--- src/rtl/bcd_multi_counter_pkg.sv ---
// bcd_multi_counter_pkg: shared BCD digit type, digit limits and load sanitizer
package bcd_pkg;
    typedef logic [3:0] bcd_digit_t;
    localparam bcd_digit_t BCD_MAX = 4'd9;
    localparam bcd_digit_t BCD_MIN = 4'd0;
    function automatic bcd_digit_t bcd_sanitize(input bcd_digit_t d);
        return (d > BCD_MAX) ? BCD_MIN : d;
    endfunction
endpackage

--- src/rtl/bcd_multi_counter_if.sv ---
// bcd_multi_counter_if: control/data bundle of the counter; up_down exists only with BCD_COUNTER_DOWN_EN
interface bcd_multi_counter_if #(parameter int DIGITS = 2);
    logic                  enable;
    logic                  clear;
    logic                  load;
    logic [4*DIGITS-1:0]   load_value;
`ifdef BCD_COUNTER_DOWN_EN
    logic                  up_down;
`endif
    logic [4*DIGITS-1:0]   bcd;
    logic                  carry_out;
    logic                  invalid;
    modport master (
`ifdef BCD_COUNTER_DOWN_EN
        output up_down,
`endif
        output enable, clear, load, load_value,
        input  bcd, carry_out, invalid
    );
    modport slave (
`ifdef BCD_COUNTER_DOWN_EN
        input  up_down,
`endif
        input  enable, clear, load, load_value,
        output bcd, carry_out, invalid
    );
endinterface

--- src/rtl/bcd_multi_counter_digit.sv ---
// bcd_digit: one BCD digit register with clear, sanitizing load and up/down step
module bcd_digit
    import bcd_pkg::*;
(
    input  logic       clock,
    input  logic       reset_n,
    input  logic       step,
    input  logic       dir,
    input  logic       clr,
    input  logic       ld,
    input  bcd_digit_t ld_val,
    output bcd_digit_t q,
    output logic       at_max,
    output logic       at_min
);
    bcd_digit_t up, dn;
    assign up     = (q >= BCD_MAX) ? BCD_MIN : bcd_digit_t'(q + 4'd1);
    assign dn     = (q == BCD_MIN) ? BCD_MAX : (q > BCD_MAX) ? BCD_MIN : bcd_digit_t'(q - 4'd1);
    assign at_max = q == BCD_MAX;
    assign at_min = q == BCD_MIN;
    // digit register: clear beats load beats step; an out-of-range digit steps to 0
    always_ff @(posedge clock or negedge reset_n)
        if (!reset_n) q <= BCD_MIN;
        else q <= clr ? BCD_MIN : ld ? bcd_sanitize(ld_val) : step ? (dir ? up : dn) : q;
endmodule

--- src/rtl/bcd_multi_counter.sv ---
// bcd_multi_counter: cascaded DIGITS-digit BCD counter with wrap/saturate; BCD_COUNTER_DOWN_EN adds down counting
module bcd_multi_counter
    import bcd_pkg::*;
#(
    parameter int DIGITS = 2,
    parameter bit WRAP   = 1'b1
) (
    input  logic               clock,
    input  logic               reset_n,
    bcd_multi_counter_if.slave bus
);
    logic [DIGITS-1:0]   at_max, at_min, step, bad;
    logic [DIGITS:0]     chain;
    logic [4*DIGITS-1:0] q;
    logic                dir, full, ovf, carry_q, invalid_q;
`ifdef BCD_COUNTER_DOWN_EN
    assign dir = bus.up_down;
`else
    assign dir = 1'b1;
`endif
    assign full     = dir ? &at_max : &at_min;
    assign ovf      = bus.enable && full;
    assign chain[0] = 1'b1;
    genvar g;
    generate
        for (g = 0; g < DIGITS; g++) begin : g_digit
            assign chain[g+1] = chain[g] && (dir ? at_max[g] : at_min[g]);
            assign step[g]    = bus.enable && chain[g] && (WRAP || !full);
            assign bad[g]     = bus.load_value[4*g+:4] > BCD_MAX;
            bcd_digit u_digit (
                .clock  (clock),
                .reset_n(reset_n),
                .step   (step[g]),
                .dir    (dir),
                .clr    (bus.clear),
                .ld     (bus.load),
                .ld_val (bus.load_value[4*g+:4]),
                .q      (q[4*g+:4]),
                .at_max (at_max[g]),
                .at_min (at_min[g])
            );
        end
    endgenerate
    // event flags pulse for one cycle alongside the bcd value they describe
    always_ff @(posedge clock or negedge reset_n)
        if (!reset_n) begin
            carry_q   <= 1'b0;
            invalid_q <= 1'b0;
        end else begin
            carry_q   <= !bus.clear && !bus.load && ovf;
            invalid_q <= !bus.clear && bus.load && |bad;
        end
    assign bus.bcd       = q;
    assign bus.carry_out = carry_q;
    assign bus.invalid   = invalid_q;
endmodule

--- src/flat_wrapper.sv ---
// flat-port wrapper written by rule: the top's interface ports become plain ports
module bcd_multi_counter_flat import bcd_pkg::*;
#(
    parameter int DIGITS = 2,
    parameter bit WRAP   = 1'b1
)
  (clock, reset_n, bus_enable, bus_clear, bus_load, bus_load_value, bus_bcd, bus_carry_out, bus_invalid);
  bcd_multi_counter_if #(.DIGITS(DIGITS)) bus_i ();
  input  logic clock;
  input  logic reset_n;
  input wire logic [$bits(bus_i.enable)-1:0] bus_enable;
  input wire logic [$bits(bus_i.clear)-1:0] bus_clear;
  input wire logic [$bits(bus_i.load)-1:0] bus_load;
  input wire logic [$bits(bus_i.load_value)-1:0] bus_load_value;
  output wire logic [$bits(bus_i.bcd)-1:0] bus_bcd;
  output wire logic [$bits(bus_i.carry_out)-1:0] bus_carry_out;
  output wire logic [$bits(bus_i.invalid)-1:0] bus_invalid;
  assign bus_i.enable = bus_enable;
  assign bus_i.clear = bus_clear;
  assign bus_i.load = bus_load;
  assign bus_i.load_value = bus_load_value;
  assign bus_bcd = bus_i.bcd;
  assign bus_carry_out = bus_i.carry_out;
  assign bus_invalid = bus_i.invalid;
  bcd_multi_counter #(.DIGITS(DIGITS), .WRAP(WRAP)) u_core (.clock(clock), .reset_n(reset_n), .bus(bus_i));
endmodule
--- config.mk ---
export PLATFORM = sky130hd
export DESIGN_NAME = bcd_multi_counter_flat
export DESIGN_NICKNAME = d
export VERILOG_FILES = /design/src/rtl/bcd_multi_counter_pkg.sv /design/src/rtl/bcd_multi_counter_if.sv /design/src/rtl/bcd_multi_counter_digit.sv /design/src/rtl/bcd_multi_counter.sv /design/src/flat_wrapper.sv
export SDC_FILE = /design/constraint.sdc
export NUM_CORES = 1
export LEC_CHECK = 0
export ABC_AREA = 1
export CORE_MARGIN = 3
export CORE_UTILIZATION = 45
export DETAILED_ROUTE_END_ITERATION = 8
export GPL_ROUTABILITY_DRIVEN = 0
export PLACE_DENSITY = 0.77
export SLEW_MARGIN = 20
export SYNTH_ARGS = -nofsm -noshare
export SYNTH_HDL_FRONTEND = slang
export SYNTH_SLANG_ARGS = --single-unit
--- constraint.sdc ---
create_clock -name clock -period 1.6 [get_ports clock]
set_input_delay 0.32 -clock clock [delete_from_list [all_inputs] [get_ports clock]]
set_output_delay 0.32 -clock clock [all_outputs]
set_load 0.01 [all_outputs]
==> impl_metrics.env, run 1 <==
export IMPL_synth_flop_cell="dfrtp_1"
export IMPL_grt_util_all_layers_pct=18.6
export IMPL_wirelength_um=1870
export IMPL_path_clk_slew_ps=70
export IMPL_reg2reg_to="u_core.g_digit[1].u_digit.q[3]"
export IMPL_setup_ws_ps=41.9
export IMPL_crit_chain="clkdlybuf4s50_1"
export IMPL_tns_ps=0
export IMPL_max_slew_margin_pct=69.5
export IMPL_synth_nets=130
export IMPL_num_vias=808
export IMPL_fmax_ghz=0.642
export IMPL_critPathMaxStageDelay_ps=550
export IMPL_cts_sinks=10
export IMPL_cts_tree="built"
export IMPL_irDropWorstVdd_mv=0.456
export IMPL_vias_per_cell=5.08
export IMPL_cts_hold_buf=0
export IMPL_clk_latency_ps=270
export IMPL_drtIter0Drc=14
export IMPL_cp_required_ps=1280
export IMPL_status="finished clean"
export IMPL_grt_pass1_wl_um=2890
export IMPL_dp_hpwl_um=1460
export IMPL_critical_path_top_delay_family="buffers and inverters"
export IMPL_antenna_left=0
export IMPL_hold_class="in2async"
export IMPL_antenna_found_initial=0
export IMPL_rows=14
export IMPL_start_kind="flop"
export IMPL_yosysWarningCount=0
export IMPL_syn_area_um2=762
export IMPL_synth_edff_count=0
export IMPL_fp_dieW_um=47.2
export IMPL_layout_min_cycle_time_ps=1560
export IMPL_period_share_pct=97.4
export IMPL_yosysUniqueCellTypes=15
export IMPL_nets=164
export IMPL_synth_top_cells_by_area="dfrtp_1, nand2_1, nand3_1"
export IMPL_syn_area_per_cell_um2=6.86
export IMPL_first_pass_iters=4
export IMPL_layout_drive_gt1_share_pct=12.6
export IMPL_die_area_um2=2220
export IMPL_syn_inst=111
export IMPL_ys_seq_area_share_pct=32.8
export IMPL_synth_top_cells_by_count="nand2_1, nand3_1, inv_1"
export IMPL_rsz0062_at_grt="false"
export IMPL_numCtsBuffers=3
export IMPL_grt_pass1_vias=731
export IMPL_start_util_pct=49.4
export IMPL_hold_violations=0
export IMPL_synth_top_area_share_pct=32.8
export IMPL_ys_seq_elements=10
export IMPL_io_pins=23
export IMPL_crit_slowest_cell="clkdlybuf4s50_1"
export IMPL_p_leak_nw=0.631
export IMPL_synth_async_reset_ratio_pct=100
export IMPL_worst_setup_path_type="reg2out"
export IMPL_n_antenna_cell=0
export IMPL_fp_dieH_um=47.2
export IMPL_h_tree_depth=1
export IMPL_cts_max_path_buffers=2
export IMPL_slew_viol_final=0
export IMPL_totalPowerFinal_uw=669
export IMPL_drc=0
export IMPL_r2r_slack_ps=270
export IMPL_worstMarginPinSlew_ps=457
export IMPL_grt_max_degree=11
export IMPL_core_um2=1540
export IMPL_clock_skew_ps=0.580
export IMPL_end_kind="primary output"
export IMPL_cp_buffers_inverters=1
export IMPL_cp_arrival_ps=1240
export IMPL_maxCapViolations=0
export IMPL_regToRegStartpoint="u_core.g_digit[1].u_digit.q[1]"
export IMPL_yosysTopAreaCell="dfrtp_1"
export IMPL_setup_viol=0
export IMPL_area_growth_syn_to_layout_pct=43.2
export IMPL_grt_overflow_total=0
export IMPL_yosysMostFrequentCell="nand2_1"
export IMPL_port_buffer_count=22
export IMPL_filler_cell_count=138
export IMPL_rr_worst_depth=10
export IMPL_pre_cts_slack_ps=80.4
export IMPL_wl_per_cell_um=11.8
export IMPL_powerDensity_nw_per_um2=613
export IMPL_root_buffer="clkbuf_4"
export IMPL_worstPathMaxFanout=6
flip-flops by register name, summed over array words and instances (netlist names):
name,count
u_core.bus.carry_out,1
u_core.bus.invalid,1
u_core.g_digit.u_digit.q,8
stage by stage:
step	area [um2]	utilization [%]	hold WS, ps	instances
2_1_floorplan	762	-	24.4	111
3_3_place_gp	1020	66.0	517	151
3_5_place_dp	1020	66.0	517	151
4_1_cts	1040	67.7	374	154
5_1_grt	1090	70.8	388	159
6_report	1090	70.8	363	159
per-layer routing:
metal	global-route usage, %	part of all wire, %
met5	0	0
met2	32.2	49
met4	4.97	1.3
met3	3.83	6.5
met1	23.2	44
timing repair:
item                                    CTS  global route
endpoints found under the setup margin    3             7
pin swaps                                 0             0
cloned                                    0             0
gates resized for setup                   3             4
setup buffers                             0             5
report_power, final:
| group | internal (mW) | total [mW] | switching, mW |
|---|---|---|---|
| Sequential | 0.268 | 0.287 | 0.0194 |
| Combinational | 0.100 | 0.199 | 0.0991 |
| Clock | 0.0872 | 0.182 | 0.0950 |
cells by family after synthesis:
family                   share of synthesized area (%)
buffers and inverters                             7.39
AND/OR/NAND/NOR                                   42.4
flip-flops                                        32.8
adder cells (fa/ha/maj)                           9.85
XOR/XNOR                                          2.30
AO/OA/AOI/OAI                                     5.25
cell usage in the layout (no fill, tap or decap), types with 2 or more instances in the layout:
cell type | netlist | final
ha_1 | 6 | 6
buf_4 | 0 | 7
dfrtp_2 | 0 | 3
a21oi_1 | 3 | 3
xor2_1 | 2 | 2
dlymetal6s2s_1 | 0 | 4
nor2_1 | 8 | 8
nand3_1 | 16 | 16
dfrtp_1 | 10 | 7
nand4_1 | 2 | 2
clkdlybuf4s50_1 | 0 | 18
nand2_1 | 42 | 42
o21ai_0 | 2 | 2
inv_2 | 2 | 2
inv_1 | 13 | 13
clkbuf_4 | 0 | 3
nor2_4 | 2 | 2
worst max path at each step:
| stage | from | end | slack (ps) | cells past startpoint |
|---|---|---|---|---|
| after CTS | u_core.g_digit[1].u_digit.q[0] | bus_bcd[4] | 10 | 1 |
| final | u_core.g_digit[1].u_digit.q[0] | bus_bcd[4] | 40 | 1 |
| after global placement | bus_load | u_core.g_digit[1].u_digit.q[3] | 110 | 7 |
| after global routing | u_core.g_digit[1].u_digit.q[0] | bus_bcd[4] | 10 | 1 |
| after detailed placement | bus_load | u_core.g_digit[1].u_digit.q[0] | 80 | 7 |
| after floorplan | u_core.g_digit[0].u_digit.q[0] | u_core.g_digit[0].u_digit.q[2] | 440 | 8 |
area by class of cell:
| class | count | area (um2) | area share (%) |
|---|---|---|---|
| repair buffers | 29 | 283 | 25.9 |
| clock buffers | 3 | 22.5 | 2.06 |
| multi-input cells | 86 | 455 | 41.7 |
| inverters | 15 | 56.3 | 5.16 |
| well taps | 16 | 20.0 | 1.83 |
| flip-flops and latches | 10 | 254 | 23.3 |
No activity file was read; power rests on OpenSTA's default activity.
==> run 2, diff against run 1 <==
--- a/config.mk
+++ b/config.mk
@@ -6,11 +6,13 @@
 export NUM_CORES = 1
 export LEC_CHECK = 0
 export ABC_AREA = 1
+export CORE_ASPECT_RATIO = 0.8
 export CORE_MARGIN = 3
-export CORE_UTILIZATION = 45
+export CORE_UTILIZATION = 41
+export CTS_CLUSTER_DIAMETER = 50
 export DETAILED_ROUTE_END_ITERATION = 8
 export GPL_ROUTABILITY_DRIVEN = 0
-export PLACE_DENSITY = 0.77
+export PLACE_DENSITY = 0.74
 export SLEW_MARGIN = 20
 export SYNTH_ARGS = -nofsm -noshare
 export SYNTH_HDL_FRONTEND = slang
==> constraint.sdc (replaced) <==
create_clock -name clock -period 1.4 [get_ports clock]
set_input_delay 0.28 -clock clock [delete_from_list [all_inputs] [get_ports clock]]
set_output_delay 0.28 -clock clock [all_outputs]
set_load 0.01 [all_outputs]
==> run 2 against run 1 <==
Sequential cell count unchanged. Via count grew 7.2%. Sequential share of layout area decreased by 0.91 points. First-iteration DRC count rose to 3.0 times the previous value. Sequential power is 10% higher. Total power up 16%. Critical path depth grew 1. Hold slack got worse by 18 ps. Count of clock-buffer cells in the layout unchanged. Clock power is 9.9% higher. Setup slack improved by 2.3 ps. Largest cell class unchanged. Largest power group unchanged.
==> impl_metrics.env, run 2 (same netlist as run 1, synthesis figures left out) <==
export IMPL_irDropWorstVdd_mv=0.401
export IMPL_clk_latency_ps=270
export IMPL_grt_max_degree=11
export IMPL_start_util_pct=45.0
export IMPL_end_kind="primary output"
export IMPL_grt_pass1_vias=771
export IMPL_grt_overflow_total=0
export IMPL_area_growth_syn_to_layout_pct=48.3
export IMPL_dp_hpwl_um=1640
export IMPL_final_cells=170
export IMPL_cp_arrival_ps=1080
export IMPL_n_antenna_cell=0
export IMPL_setup_ws_ps=44.2
export IMPL_root_buffer="clkbuf_4"
export IMPL_worstMarginPinSlew_ps=500
export IMPL_crit_slowest_cell="dfrtp_1"
export IMPL_final_cell_mix="nand2_1, nand3_1, inv_1, clkdlybuf4s50_1, buf_4"
export IMPL_setup_viol=0
export IMPL_die_area_um2=2420
export IMPL_worstPathMaxFanout=2
export IMPL_port_buffer_count=22
export IMPL_antenna_left=0
export IMPL_critPathMaxStageDelay_ps=390
export IMPL_powerDensity_nw_per_um2=689
export IMPL_worst_setup_path_type="reg2out"
export IMPL_sw_frac_of_total_pct=32.2
export IMPL_fp_dieW_um=54.2
export IMPL_slew_viol_final=0
export IMPL_h_tree_depth=1
export IMPL_seqPwrFrac_pct=40.6
export IMPL_hold_violations=0
export IMPL_num_vias=866
export IMPL_cts_max_path_buffers=2
export IMPL_p_int_uw=528
export IMPL_drtIter0Drc=42
export IMPL_cts_sinks=10
export IMPL_grt_util_all_layers_pct=20.3
export IMPL_crit_chain="buf_4, dlygate4sd2_1"
export IMPL_clock_skew_ps=0.810
export IMPL_rows=13
export IMPL_largest_reg_flops=8
export IMPL_path_clk_slew_ps=60
export IMPL_cts_hold_buf=0
export IMPL_fp_dieH_um=44.6
export IMPL_hold_class="in2async"
export IMPL_maxCapViolations=0
export IMPL_wirelength_um=2110
export IMPL_layout_drive_gt1_share_pct=17.6
export IMPL_fmax_ghz=0.738
export IMPL_dp_cells=161
export IMPL_power_switching_uw=251
export IMPL_first_pass_iters=4
export IMPL_p_leak_nw=0.633
export IMPL_numCtsBuffers=3
export IMPL_cp_buffers_inverters=2
export IMPL_final_common_cell="nand2_1"
export IMPL_layout_min_cycle_time_ps=1360
export IMPL_critical_path_top_delay_family="buffers and inverters"
export IMPL_antenna_found_initial=0
export IMPL_p_comb_share_pct=33.7
export IMPL_cts_tree="built"
export IMPL_start_kind="flop"
export IMPL_io_pins=23
export IMPL_vias_per_cell=5.09
export IMPL_core_um2=1690
export IMPL_period_share_pct=96.8
export IMPL_r2r_slack_ps=70
export IMPL_clockPowerShare_pct=25.7
export IMPL_nets=169
export IMPL_max_slew_margin_pct=66.6
export IMPL_grt_pass1_wl_um=3440
export IMPL_wl_per_cell_um=12.4
export IMPL_pre_cts_slack_ps=-74.9
export IMPL_cp_required_ps=1120
export IMPL_status="finished clean"
export IMPL_regMostFlops="u_core.g_digit.u_digit.q"
export IMPL_drc=0
run 2: cell types whose count changed in the layout (fill, tap and decap cells not counted):
cell | previous run | this run
inv_1 | 13 | 12
inv_2 | 2 | 3
dlymetal6s2s_1 | 4 | 0
dfrtp_1 | 7 | 8
dlygate4sd2_1 | 0 | 10
dfrtp_2 | 3 | 2
ha_4 | 0 | 1
nand2_1 | 42 | 40
nand2_2 | 0 | 2
clkdlybuf4s50_1 | 18 | 12
buf_4 | 7 | 12
ha_1 | 6 | 5
run 2: final timing paths:
| path | startpoint | end | cells past startpoint |
|---|---|---|---|
| max in group asynchronous | reset_n | u_core.g_digit[1].u_digit.q[0] | 1 |
| worst min register to register | u_core.g_digit[0].u_digit.q[3] | u_core.g_digit[0].u_digit.q[3] | 2 |
| worst min-delay path | reset_n | u_core.g_digit[0].u_digit.q[3] | 1 |
| worst max register to register | u_core.g_digit[0].u_digit.q[1] | u_core.g_digit[0].u_digit.q[2] | 10 |
| min in group clock | u_core.g_digit[0].u_digit.q[3] | u_core.g_digit[0].u_digit.q[3] | 2 |
| worst max-delay path | u_core.g_digit[0].u_digit.q[1] | bus_bcd[1] | 2 |
run 2: repair_timing:
item | in CTS | in global routing
gates resized for setup | 14 | 3
setup endpoints to repair | 10 | 7
buffers inserted | 5 | 1
run 2: layout make-up:
cell class,instances,area [um2]
Tap cell,22,27.5
Sequential cell,10,253
Timing Repair Buffer,34,298
Inverter,15,56.3
Clock buffer,3,22.5
Fill cell,162,562
Multi-Input combinational cell,86,473
run 2: per-layer routing:
layer / up-vias / GRT usage [%] / share of wire [%]
met1: 383 / 25.2 / 41
met3: 6 / 6.73 / 8.4
li1: 433 / - / -
met4: 0 / 5.47 / 1.6
met2: 44 / 33.4 / 49
met5: - / 0 / 0
run 2: metrics by stage:
step	hold slack (ps)	power, mW	util [%]	instance area [um2]	setup TNS, ps
after floorplan	-15.6	0.436	-	762	0
after global placement	522	0.552	62.4	1050	-232
after detailed placement	530	0.563	62.4	1050	-333
after CTS	354	0.777	66.1	1120	0
after global routing	377	0.830	66.8	1130	-11.2
final	345	0.779	66.8	1130	0
run 2: power groups by stage:
stage / logic (mW) / registers [mW] / clock network (mW)
after global routing: 0.291 / 0.318 / 0.221
after floorplan: 0.0978 / 0.338 / 0
after global placement: 0.221 / 0.331 / 0
after detailed placement: 0.230 / 0.333 / 0
after CTS: 0.254 / 0.315 / 0.208
final: 0.262 / 0.316 / 0.200
==> run 3, diff against run 2 <==
--- a/config.mk
+++ b/config.mk
@@ -6,6 +6,7 @@
 export NUM_CORES = 1
 export LEC_CHECK = 0
 export ABC_AREA = 1
+export ABC_CLOCK_PERIOD_IN_PS = 1400
 export CORE_ASPECT_RATIO = 0.8
 export CORE_MARGIN = 3
 export CORE_UTILIZATION = 41
==> results of run 3 <==
Same layout as run 2: the final DEF is identical, and so are final timing and power.
